## src/rtl/phase_demod_pkg.sv

```systemverilog
// phase_demod_pkg: shared constants for the {sign, phase} symbol demodulator.
//   - Reference quadrant boundaries derived from the symbol length.
//   - Default accumulator width.
//   - Symbol phase encoding (SIN / COS).
package phase_demod_pkg;

    localparam int unsigned DEF_SAMPLE_W        = 8;
    localparam int unsigned DEF_SAMPLES_PER_SYM = 64;

    // Sample width + log2(samples) growth + one bit for the sign.
    function automatic int unsigned acc_width(input int unsigned sample_w,
                                              input int unsigned n);
        return sample_w + $clog2(n) + 1;
    endfunction

    localparam int unsigned ACC_W = acc_width(DEF_SAMPLE_W, DEF_SAMPLES_PER_SYM);

    // ref_s flips sign at N/2; ref_c is negative over [N/4, 3N/4).
    function automatic int unsigned ref_q1(input int unsigned n);
        return n / 4;
    endfunction

    function automatic int unsigned ref_half(input int unsigned n);
        return n / 2;
    endfunction

    function automatic int unsigned ref_q3(input int unsigned n);
        return (3 * n) / 4;
    endfunction

    localparam int unsigned REF_Q1   = ref_q1(DEF_SAMPLES_PER_SYM);
    localparam int unsigned REF_HALF = ref_half(DEF_SAMPLES_PER_SYM);
    localparam int unsigned REF_Q3   = ref_q3(DEF_SAMPLES_PER_SYM);

    // Symbol phase encoding.
    localparam logic SIN = 1'b0;
    localparam logic COS = 1'b1;

endpackage

```

## src/rtl/phase_demod_corr_acc.sv

```systemverilog
// corr_acc: one correlator arm. Multiplies the signed sample by +1/-1 and
// accumulates it, or loads the product to start a new window.
//   i_clk, i_rst_n  clock, async active-low reset
//   i_sample        signed input sample
//   i_en            accumulate/load this cycle
//   i_load          replace the accumulator with this product (window start)
//   i_neg           reference is -1 for this sample
//   o_acc_next      next-state accumulator value (includes this product)
module corr_acc #(
    parameter int unsigned SAMPLE_W = 8,
    parameter int unsigned ACC_W    = 15
) (
    input  logic                       i_clk,
    input  logic                       i_rst_n,
    input  logic signed [SAMPLE_W-1:0] i_sample,
    input  logic                       i_en,
    input  logic                       i_load,
    input  logic                       i_neg,
    output logic signed [ACC_W-1:0]    o_acc_next
);

    logic signed [ACC_W-1:0] r_acc;
    logic signed [ACC_W-1:0] w_ext;
    logic signed [ACC_W-1:0] w_prod;

    always_comb begin
        w_ext  = {{(ACC_W - SAMPLE_W){i_sample[SAMPLE_W-1]}}, i_sample};
        w_prod = i_neg ? -w_ext : w_ext;
        o_acc_next = r_acc;
        if (i_en) begin
            o_acc_next = i_load ? w_prod : r_acc + w_prod;
        end
    end

    always_ff @(posedge i_clk or negedge i_rst_n) begin
        if (!i_rst_n) begin
            r_acc <= '0;
        end else begin
            r_acc <= o_acc_next;
        end
    end

endmodule

```

## src/rtl/phase_demod.sv

```systemverilog
// phase_demod: symbol-level demodulator for the {sign, phase} carrier scheme.
// Correlates each SAMPLES_PER_SYM window against square-wave sine and cosine
// references and emits the decided symbol with a one-cycle strobe.
//   clk, rst      clock, async active-low reset
//   sample_in     signed carrier sample, qualified by sample_valid
//   sym_start     resync: the valid sample this cycle is sample 0
//   sym_valid     one-cycle pulse when the decision outputs update
//   sym_sign      decided inversion (MSB of the winning correlation)
//   sym_phase     decided carrier, 0 = sine, 1 = cosine
//   low_energy    winning |correlation| below THRESH
//   sym_count     decided-symbol counter, wraps at 256
module phase_demod
    import phase_demod_pkg::*;
#(
    parameter int unsigned SAMPLE_W        = 8,
    parameter int unsigned SAMPLES_PER_SYM = 64,
    parameter int unsigned THRESH          = 256
) (
    input  logic                       clk,
    input  logic                       rst,
    input  logic signed [SAMPLE_W-1:0] sample_in,
    input  logic                       sample_valid,
    input  logic                       sym_start,
    output logic                       sym_valid,
    output logic                       sym_sign,
    output logic                       sym_phase,
    output logic                       low_energy,
    output logic [7:0]                 sym_count
);

    localparam int unsigned ACC_WIDTH = acc_width(SAMPLE_W, SAMPLES_PER_SYM);
    localparam int unsigned IDX_W     = $clog2(SAMPLES_PER_SYM);

    localparam logic [IDX_W-1:0] IDX_LAST = IDX_W'(SAMPLES_PER_SYM - 1);
    localparam logic [IDX_W-1:0] IDX_Q1   = IDX_W'(ref_q1(SAMPLES_PER_SYM));
    localparam logic [IDX_W-1:0] IDX_HALF = IDX_W'(ref_half(SAMPLES_PER_SYM));
    localparam logic [IDX_W-1:0] IDX_Q3   = IDX_W'(ref_q3(SAMPLES_PER_SYM));

    localparam logic [ACC_WIDTH-1:0] THRESH_A = ACC_WIDTH'(THRESH);

    logic [IDX_W-1:0] r_idx;
    logic             r_sym_valid;
    logic             r_sym_sign;
    logic             r_sym_phase;
    logic             r_low_energy;
    logic [7:0]       r_sym_count;

    logic [IDX_W-1:0]            w_idx_cur;
    logic [IDX_W-1:0]            w_idx_next;
    logic                        w_load;
    logic                        w_last;
    logic                        w_neg_s;
    logic                        w_neg_c;
    logic signed [ACC_WIDTH-1:0] w_acc_s_next;
    logic signed [ACC_WIDTH-1:0] w_acc_c_next;
    logic [ACC_WIDTH-1:0]        w_mag_s;
    logic [ACC_WIDTH-1:0]        w_mag_c;
    logic [ACC_WIDTH-1:0]        w_win_mag;
    logic                        w_cos_wins;
    logic                        w_win_sign;

    // Index of the sample accepted this cycle; a resync forces it to 0.
    always_comb begin
        w_idx_cur  = sym_start ? '0 : r_idx;
        w_load     = sample_valid && (w_idx_cur == '0);
        // Resync wins over a would-be last sample: no decision then.
        w_last     = sample_valid && !sym_start && (r_idx == IDX_LAST);
        w_idx_next = (w_idx_cur == IDX_LAST) ? '0 : w_idx_cur + IDX_W'(1);
    end

    // Square-wave references, expressed as "multiply by -1" flags.
    always_comb begin
        w_neg_s = (w_idx_cur >= IDX_HALF);
        w_neg_c = (w_idx_cur >= IDX_Q1) && (w_idx_cur < IDX_Q3);
    end

    corr_acc #(
        .SAMPLE_W (SAMPLE_W),
        .ACC_W    (ACC_WIDTH)
    ) u_acc_s (
        .i_clk      (clk),
        .i_rst_n    (rst),
        .i_sample   (sample_in),
        .i_en       (sample_valid),
        .i_load     (w_load),
        .i_neg      (w_neg_s),
        .o_acc_next (w_acc_s_next)
    );

    corr_acc #(
        .SAMPLE_W (SAMPLE_W),
        .ACC_W    (ACC_WIDTH)
    ) u_acc_c (
        .i_clk      (clk),
        .i_rst_n    (rst),
        .i_sample   (sample_in),
        .i_en       (sample_valid),
        .i_load     (w_load),
        .i_neg      (w_neg_c),
        .o_acc_next (w_acc_c_next)
    );

    // Decision on next-state accumulators so the final products count.
    always_comb begin
        w_mag_s    = w_acc_s_next[ACC_WIDTH-1] ? ACC_WIDTH'(-w_acc_s_next)
                                               : ACC_WIDTH'(w_acc_s_next);
        w_mag_c    = w_acc_c_next[ACC_WIDTH-1] ? ACC_WIDTH'(-w_acc_c_next)
                                               : ACC_WIDTH'(w_acc_c_next);
        // Ties go to sine.
        w_cos_wins = (w_mag_c > w_mag_s);
        w_win_mag  = w_cos_wins ? w_mag_c : w_mag_s;
        w_win_sign = w_cos_wins ? w_acc_c_next[ACC_WIDTH-1] : w_acc_s_next[ACC_WIDTH-1];
    end

    always_ff @(posedge clk or negedge rst) begin
        if (!rst) begin
            r_idx        <= '0;
            r_sym_valid  <= 1'b0;
            r_sym_sign   <= 1'b0;
            r_sym_phase  <= SIN;
            r_low_energy <= 1'b0;
            r_sym_count  <= 8'd0;
        end else begin
            r_sym_valid <= w_last;
            if (sample_valid) begin
                r_idx <= w_idx_next;
            end
            if (w_last) begin
                r_sym_sign   <= w_win_sign;
                r_sym_phase  <= w_cos_wins ? COS : SIN;
                r_low_energy <= (w_win_mag < THRESH_A);
                r_sym_count  <= r_sym_count + 8'd1;
            end
        end
    end

    assign sym_valid  = r_sym_valid;
    assign sym_sign   = r_sym_sign;
    assign sym_phase  = r_sym_phase;
    assign low_energy = r_low_energy;
    assign sym_count  = r_sym_count;

endmodule

```

## config.mk

```make
export PLATFORM = sky130hd
export DESIGN_NAME = phase_demod
export DESIGN_NICKNAME = d
export VERILOG_FILES = /design/src/rtl/phase_demod_pkg.sv /design/src/rtl/phase_demod_corr_acc.sv /design/src/rtl/phase_demod.sv
export SDC_FILE = /design/constraint.sdc
export NUM_CORES = 1
export LEC_CHECK = 0
export ABC_AREA = 1
export CAP_MARGIN = 20
export CORE_MARGIN = 2
export CORE_UTILIZATION = 40
export DETAILED_ROUTE_END_ITERATION = 10
export GPL_ROUTABILITY_DRIVEN = 0
export GPL_TIMING_DRIVEN = 0
export SLEW_MARGIN = 20
export SYNTH_ARGS = -nofsm -noshare
export SYNTH_HDL_FRONTEND = slang
export SYNTH_SLANG_ARGS = --single-unit
```

## constraint.sdc

```tcl
create_clock -name clk -period 7.9 [get_ports clk]
set_clock_uncertainty 0.05 [all_clocks]
set_input_delay 0.79 -clock clk [delete_from_list [all_inputs] [get_ports clk]]
set_output_delay 0.79 -clock clk [all_outputs]
set_load 0.01 [all_outputs]
```

Yosys cells after proc, flatten, opt, wreduce, memory -nomap -nowiden
Cells that the tools add are included.
{"block": "totals", "reg_bits": 48, "inputBits": 12, "wordCells": 41}
{"block": "classes", "addsub": 7, "magnitude_cmp": 5, "n_eq_ne": 2, "muxes": 13, "reduce_logical": 6}
{"cell": "two-way mux 15 bit", "count": 9}
{"cell": "adder 15 bit", "count": 2}
{"cell": "negator 15 bit", "count": 2}
{"cell": "greater-than comparator 15 bit", "count": 1}
{"cell": "less-than comparator 15 x 9 -> 1 bit (second input constant)", "count": 1}
{"cell": "negator 8 -> 15 bit", "count": 1}
{"cell": "== test 6 bit (second input constant)", "count": 2}
{"cell": "two-way mux 6 bit", "count": 2}
{"cell": "adder 8 x 1 -> 8 bit (second input constant)", "count": 1}
{"cell": "adder 6 x 1 -> 6 bit (second input constant)", "count": 1}
{"cell": "greater-or-equal comparator 6 x 5 -> 1 bit (second input constant)", "count": 1}
{"cell": "greater-or-equal comparator 6 bit (second input constant)", "count": 1}
{"cell": "zero test 6 bit", "count": 1}
{"cell": "less-than comparator 6 bit (second input constant)", "count": 1}
{"cell": "logical AND 1 bit", "count": 4}
{"cell": "two-way mux 1 bit", "count": 2}
{"cell": "zero test 1 bit", "count": 1}

Longest topological paths before layout
Gate-level depths: netlist (run 1).
{"block": "logic_depth", "word_depth": 12, "ltp_mapped": 43, "ltp_nobuf": 42}

Modules after synthesis
From an unflattened synthesis (run 1), not the netlist that was laid out.
{"block": "hier_totals", "cells_unflattened": 897, "hier_area_um2": 5564.1}
{"mod": "corr_acc", "instances": 2, "cells_each": 272, "area_per_inst_um2": 1697.9, "seq_area_each_um2": 375.4}
{"mod": "phase_demod", "instances": 1, "cells_each": 353, "area_per_inst_um2": 2168.3, "seq_area_each_um2": 450.4}

Least setup slack after synthesis (run 1)
Ideal clock, no wire load.
{"block": "synth_path", "kind": "input-to-reg", "startpoint": "input port sym_start", "endpoint": "register r_low_energy (netlist: low_energy)", "setup_ps": 65, "t_arrival_ps": 5016, "slack_ps": 2769, "path_stages": 37, "n_path_buf": 2, "cell_sequence": "inv_2 > nand2_4 > inv_4 > buf_2 > ha_1 > nor2_1 > inv_1 > nand2_2 > inv_2 > ha_1 > inv_1 > nor3_1 > and2_1 > nand2_1 > nand3_1 > nand3_1 > nand2_1 > nand3_1 > nand2_2 > buf_4 > nand2_1 > xnor2_1 > ha_1 > nand2_1 > o21a_1 > inv_1 > a21oi_1 > o21ai_0 > a21o_1 > nand2_1 > a21oi_1 > nand3_1 > nor2_1 > nand3_1 > nand2_1 > nand2_1 > nand2_1"}
{"block": "synth_between", "elab_chain_len": 12}
{"element": "start: declaration", "line": "phase_demod.sv:23", "text": "input logic sym_start,"}
{"element": "two-way mux 6 bit (*)", "line": "phase_demod.sv:64", "text": "w_idx_cur = sym_start ? '0 : r_idx;"}
{"element": "greater-or-equal comparator 6 x 5 -> 1 bit or less-than comparator 6 bit (tied branches)", "line": "phase_demod.sv:74", "text": "w_neg_c = (w_idx_cur >= IDX_Q1) && (w_idx_cur < IDX_Q3);"}
{"element": "logical AND 1 bit", "line": "phase_demod.sv:74"}
{"element": "two-way mux 15 bit", "line": "phase_demod_corr_acc.sv:28", "text": "w_prod = i_neg ? -w_ext : w_ext;"}
{"element": "adder 15 bit", "line": "phase_demod_corr_acc.sv:31", "text": "o_acc_next = i_load ? w_prod : r_acc + w_prod;"}
{"element": "two-way mux 15 bit (*)", "line": "phase_demod_corr_acc.sv:31"}
{"element": "two-way mux 15 bit (*)", "line": "phase_demod_corr_acc.sv:30", "text": "if (i_en) begin"}
{"element": "net u_acc_c.o_acc_next[14]", "line": "phase_demod_corr_acc.sv:19", "text": "output logic signed [ACC_W-1:0] o_acc_next"}
{"element": "negator 15 bit", "line": "phase_demod.sv:107", "text": "w_mag_c = w_acc_c_next[ACC_WIDTH-1] ? ACC_WIDTH'(-w_acc_c_next)"}
{"element": "two-way mux 15 bit (*)", "line": "phase_demod.sv:107"}
{"element": "greater-than comparator 15 bit", "line": "phase_demod.sv:110", "text": "w_cos_wins = (w_mag_c > w_mag_s);"}
{"element": "two-way mux 15 bit (*)", "line": "phase_demod.sv:111", "text": "w_win_mag = w_cos_wins ? w_mag_c : w_mag_s;"}
{"element": "less-than comparator 15 x 9 -> 1 bit (*)", "line": "phase_demod.sv:131", "text": "r_low_energy <= (w_win_mag < THRESH_A);"}
{"element": "end signal: assignment", "line": "phase_demod.sv:131"}
{"element": "end: declaration", "line": "phase_demod.sv:45", "text": "logic r_low_energy;"}
The timed path passes the listed nets; every way through them passes the cells marked *.
A chain may end at the register's enable or synchronous reset.

Worst setup path after layout (run 1)
Ends and elaborated chain as after synthesis.

==> results of run 1 <==
==> per-stage QoR <==
step | total power [mW] | std cells
3_3_place_gp | 1.783 | 1184
5_1_grt | 2.328 | 1192
6_report | 2.051 | 1192
3_5_place_dp | 1.795 | 1184
2_1_floorplan | 1.490 | 978
4_1_cts | 2.057 | 1192
==> cells in the mapped netlist, drive strengths merged <==
cell type    n
nor4         1
buf         14
o21ai       21
xnor2        6
o22ai        2
nor3         7
a21o         3
or2          9
xor2        16
nand3      138
nand4       15
a21oi       41
nand3b       4
ha          55
and2         1
o31ai        1
clkinv       1
nor2        82
clkbuf       1
fa           2
inv        158
dfrtp       48
nand2      350
nor4b        1
o21a         1
==> flip-flops by register name (all words and copies together), names as in the netlist <==
register and count:
r_idx 6, sym_phase 1, sym_sign 1, sym_valid 1
sym_count 8, u_acc_c.r_acc 15, u_acc_s.r_acc 15, low_energy 1
==> kinds of logic after synthesis <==
family	Yosys count
and+or+nand+nor	608
buffers and inverters	174
AOI/OAI and AO/OA	69
adders and majority gates	57
DFF	48
xor gates and xnor gates	22
==> critical path, delay by kind of cell <==
kind	cells	cell delay, ps
adders and majority gates	3	1060
and+or+nand+nor	20	2440
AOI/OAI and AO/OA	5	850
buffers and inverters	9	1630
xor gates and xnor gates	1	130
==> path summary, 6_finish.rpt <==
kind                                          startpoint                          to  slack, ps  cells after the start
min in group asynchronous                            rst    sym_count[5]$_DFFE_PN0P_        460                      1
worst min-delay path            sym_count[7]$_DFFE_PN0P_    sym_count[7]$_DFFE_PN0P_        430                      1
worst max-delay path                           sym_start      low_energy$_DFFE_PN0P_       1170                     38
max in group asynchronous                            rst  u_acc_c.r_acc[0]$_DFF_PN0_       6910                      1
worst max register to register      r_idx[5]$_DFFE_PN0P_      low_energy$_DFFE_PN0P_       1930                     36
worst min register to register  sym_count[7]$_DFFE_PN0P_    sym_count[7]$_DFFE_PN0P_        430                      1
==> metal layers <==
layer  vias to the layer above  wire [um]  global-route usage (%)
li1                       3151          -                       -
met1                      2705       8466                   31.69
met2                       102       7071                   33.87
met3                        15        639                   2.634
met4                         0        166                   3.555
met5                         -          0                       0
==> power breakdown <==
part	total, mW	internal (mW)	switching [mW]	leakage (nW)
combinational	1.44	0.522	0.915	3.04
clock	0.253	0.151	0.102	0.0804
sequential	0.361	0.314	0.0471	0.588
==> final cells by class <==
| cell class | count | area (um^2) | share of cell area [%] |
|---|---|---|---|
| Multi-Input combinational cell | 756 | 4056 | 61.59 |
| Tap cell | 184 | 230.2 | 3.495 |
| Clock inverter | 3 | 46.29 | 0.7029 |
| Clock buffer | 5 | 125.1 | 1.900 |
| Inverter | 159 | 609.3 | 9.252 |
| Buffer | 15 | 100.1 | 1.520 |
| Timing Repair Buffer | 22 | 217.7 | 3.305 |
| Sequential cell | 48 | 1201 | 18.24 |
==> results_dict.tcl, run 1 <==
set metrics [dict create \
    status "completed" \
    rows 44 \
    fp.dieH_um 126.1 \
    critPathArrivalTime_ps 6920 \
    fin_hold_ws_ps 425.9 \
    final.period_utilization_pct 85.21 \
    finalSetupViolCount 0 \
    netlist.area_leader.share_pct 20.63 \
    place_area_um2 6415 \
    cp.required_ps 8090 \
    synthAdderAreaFrac_pct 12.20 \
    cp-start-kind "input pin" \
    stdcell_area_um2 6586 \
    mostFrequentLayoutCells "328 x nand2_1, 145 x inv_1, 131 x nand3_1" \
    antenna_left 0 \
    dr.pass1.iters 5 \
    cts_tree "built" \
    tns_ps 0 \
    grt_pass1_wl_mm 28.09 \
    start_util_pct 41.06 \
    antenna_found_initial 0 \
    clock_sinks 48 \
    clk_latency_ps 300 \
    crit_type "in2reg" \
    final_util_pct 45.32 \
    dieArea_um2 15910 \
    grtUsageTotal_pct 21.40 \
    critPathMaxStageDelay_ps 510 \
    layout_setup_ws_ps 1169 \
    dpl.hpwl_mm 13.17 \
    yosysTopAreaCell "nand2_1" \
    cts_setup_buffers 0 \
    synth-xor-area-share_pct 3.229 \
    drc 0 \
    cts.path.max_buffers 2 \
    grt_pass1_vias 5612 \
    nFillCells 1634 \
    synthMuxAreaShare_pct 0 \
    syn_area_um2 5967 \
    synth.avg_cell_area_um2 6.101 \
    synth_cell_types 43 \
    wl_per_cell_um 13.71 \
    clkTransAtPathRegs_ps 70 \
    p_per_area_nw_per_um2 311.4 \
    syn_nets 1047 \
    crit_fanout 10 \
    hold_class "reg2reg" \
    yosys-top-cells-area "nand2_1 21%, dfrtp_1 20%, ha_1 12%, nand3_1 11%, inv_1 9.1%" \
    max_freq_mhz 148.6 \
    io_pins 24 \
    postSynthCellCount 978 \
    grt_max_degree 49 \
    drv_slew 0 \
    holdBufCountCts 0 \
    cts_root_buf "clkbuf_16" \
    fin_nets 1076 \
    synth_top_family_by_area "simple AND/OR/NAND/NOR gates" \
    static-leakage-power_nw 3.706 \
    antenna_cells 0 \
    die_w_um 126.1 \
    ys_seq_elements 48 \
    core_um2 14530 \
    gr-total-overflow 0 \
    drive_above_1_share_pct 9.425 \
    synth_compound_area_share_pct 6.857 \
    synth_simple_gate_area_share_pct 45.69 \
    syn_to_final_growth_pct 10.38 \
    tightest_slew_ps 664.2 \
    viasPerCell 5.011 \
    final_common_cell "nand2_1" \
    via_count 5973 \
    wl_mm 16.34 \
    synth_warnings 0 \
    critPathSlowestCell "clkdlybuf4s50_1" \
    fin_crit_ps 6732 \
    drt_iter0_drc 502 \
    ys_seq_area_share_pct 20.13 \
    critPathCaptureType "flip-flop" \
    hold_viol_final 0 \
    path_common_cell "nand2_1" \
    place_ws_ps 916.9 \
    slew_headroom_pct 55.72 \
    vdd_drop_max_v 0.0001355 \
    cts_max_level 2 \
    rsz0062_at_grt "no" \
    cts_buffers 5 \
    io_buffers 22 \
    cts_resized 0 \
    cap_violations 0 \
]
Power figures use the tool's default switching activity.
==> run 2: changes to the inputs <==
Settings changed: ABC_CLOCK_PERIOD_IN_PS from default to 7900, CORE_ASPECT_RATIO from default to 0.5.
==> run 2 against run 1 <==
Against the previous run: global-route usage rose by 0.43 points; setup slack got worse by 2.9 ps; highest routed layer unchanged; largest cell class unchanged; die area rose by 0.38%; hold slack improved by 3.0 ps.
==> results_dict.tcl, run 2 (same netlist as run 1, synthesis figures left out) <==
set metrics [dict create \
    vdd_drop_max_v 0.0001424 \
    core_um2 14510 \
    grt_pass1_vias 5808 \
    syn_to_final_growth_pct 10.55 \
    stdcell_area_um2 6596 \
    hold_class "reg2reg" \
    slew_headroom_pct 57.30 \
    cap_violations 0 \
    whs_endpoint "low_energy$_DFFE_PN0P_" \
    p_per_area_nw_per_um2 315.0 \
    antenna_found_initial 0 \
    io_buffers 22 \
    cp.required_ps 8080 \
    cts_setup_buffers 0 \
    cts_resized 0 \
    status "completed" \
    hold_viol_final 0 \
    rows 31 \
    place_area_um2 6432 \
    reg2reg_slack_ps 1920 \
    crit_type "in2reg" \
    final_common_cell "nand2_1" \
    critPathCaptureType "flip-flop" \
    mostFrequentLayoutCells "328 x nand2_1, 145 x inv_1, 131 x nand3_1" \
    wl_mm 16.67 \
    holdBufCountCts 0 \
    critPathArrivalTime_ps 6920 \
    cts_buffers 5 \
    cts_root_buf "clkbuf_16" \
    tns_ps 0 \
    cts_tree "built" \
    fin_crit_ps 6734 \
    static-leakage-power_nw 3.706 \
    max_freq_mhz 148.5 \
    holdPathStages 2 \
    dr.pass1.iters 4 \
    clkTransAtPathRegs_ps 60 \
    viasPerCell 5.016 \
    grt_pass1_wl_mm 28.29 \
    dieArea_um2 15970 \
    cts.path.max_buffers 2 \
    r2r-end "low_energy$_DFFE_PN0P_" \
    r2r_start "r_idx[5]$_DFFE_PN0P_" \
    critPathMaxStageDelay_ps 580 \
    antenna_cells 0 \
    final_util_pct 45.47 \
    io_pins 24 \
    drc 0 \
    clock_sinks 48 \
    dpl.hpwl_mm 13.41 \
    clk_latency_ps 300 \
    gr-total-overflow 0 \
    tightest_slew_ps 640.5 \
    path_common_cell "nand2_1" \
    antenna_left 0 \
    fin_nets 1076 \
    die_w_um 176.7 \
    wl_per_cell_um 13.82 \
    critPathSlowestCell "clkdlybuf4s50_1" \
    fp.dieH_um 90.37 \
    hold_start "low_energy$_DFFE_PN0P_" \
    drv_slew 0 \
    cts_max_level 2 \
    start_util_pct 41.13 \
    drive_above_1_share_pct 9.325 \
    crit_fanout 10 \
    drt_iter0_drc 435 \
    grtUsageTotal_pct 21.83 \
    final.period_utilization_pct 85.25 \
    cp-start-kind "input pin" \
    grt_max_degree 49 \
    cp-startpoint "sym_start" \
    finalSetupViolCount 0 \
    r2r_cells 36 \
    via_count 6049 \
    rsz0062_at_grt "no" \
]
run 2: layer usage:
layer	routed length (um)	part of all wire [%]	vias to the layer above	GRT usage, %
li1	-	-	3151	-
met1	8601	52	2730	31.52
met2	7094	43	156	35.25
met3	829	5.0	12	2.567
met4	140	0.84	0	3.788
met5	0	0	-	0
run 2: stage by stage:
step / hold WS (ps) / std cells / worst slack (ps) / total power, mW
after CTS: 431.8 / 1206 / 1153 / 2.069
final: 428.9 / 1206 / 1166 / 2.078
after global routing: 445.9 / 1206 / 514.7 / 2.335
after floorplan: 403.0 / 978 / 2769 / 1.490
after detailed placement: 418.3 / 1198 / 853.7 / 1.810
after global placement: 413.0 / 1198 / 915.9 / 1.786
run 2: worst max path at each step:
stage,to,slack [ps],cells after the start
final,low_energy$_DFFE_PN0P_,1170,38
after detailed placement,low_energy$_DFFE_PN0P_,850,38
after global routing,low_energy$_DFFE_PN0P_,510,38
after floorplan,low_energy$_DFFE_PN0P_,2770,37
after CTS,low_energy$_DFFE_PN0P_,1150,38
after global placement,low_energy$_DFFE_PN0P_,920,39
run 2: cell type report:
class,count,area [um^2]
fill,1567,7910
multi-input combinational,756,4056
sequential,48,1201
inverter,159,609.3
tap,198,247.7
timing repair buffer,22,217.7
clock buffer,6,128.9
buffer,15,100.1
clock inverter,2,35.03
run 2: report_power, final:
| part | total, mW | switching [mW] | internal (mW) |
|---|---|---|---|
| Combinational | 1.47 | 0.946 | 0.522 |
| Clock | 0.247 | 0.0982 | 0.149 |
| Sequential | 0.363 | 0.0491 | 0.314 |
run 2: worst max-delay path: cells and delay by family:
kind            cells  cell delay [ps]
fa+ha+maj           3             1120
simple gates       20             2400
buf+inv             9             1550
xor+xnor            1              130
compound gates      5              870
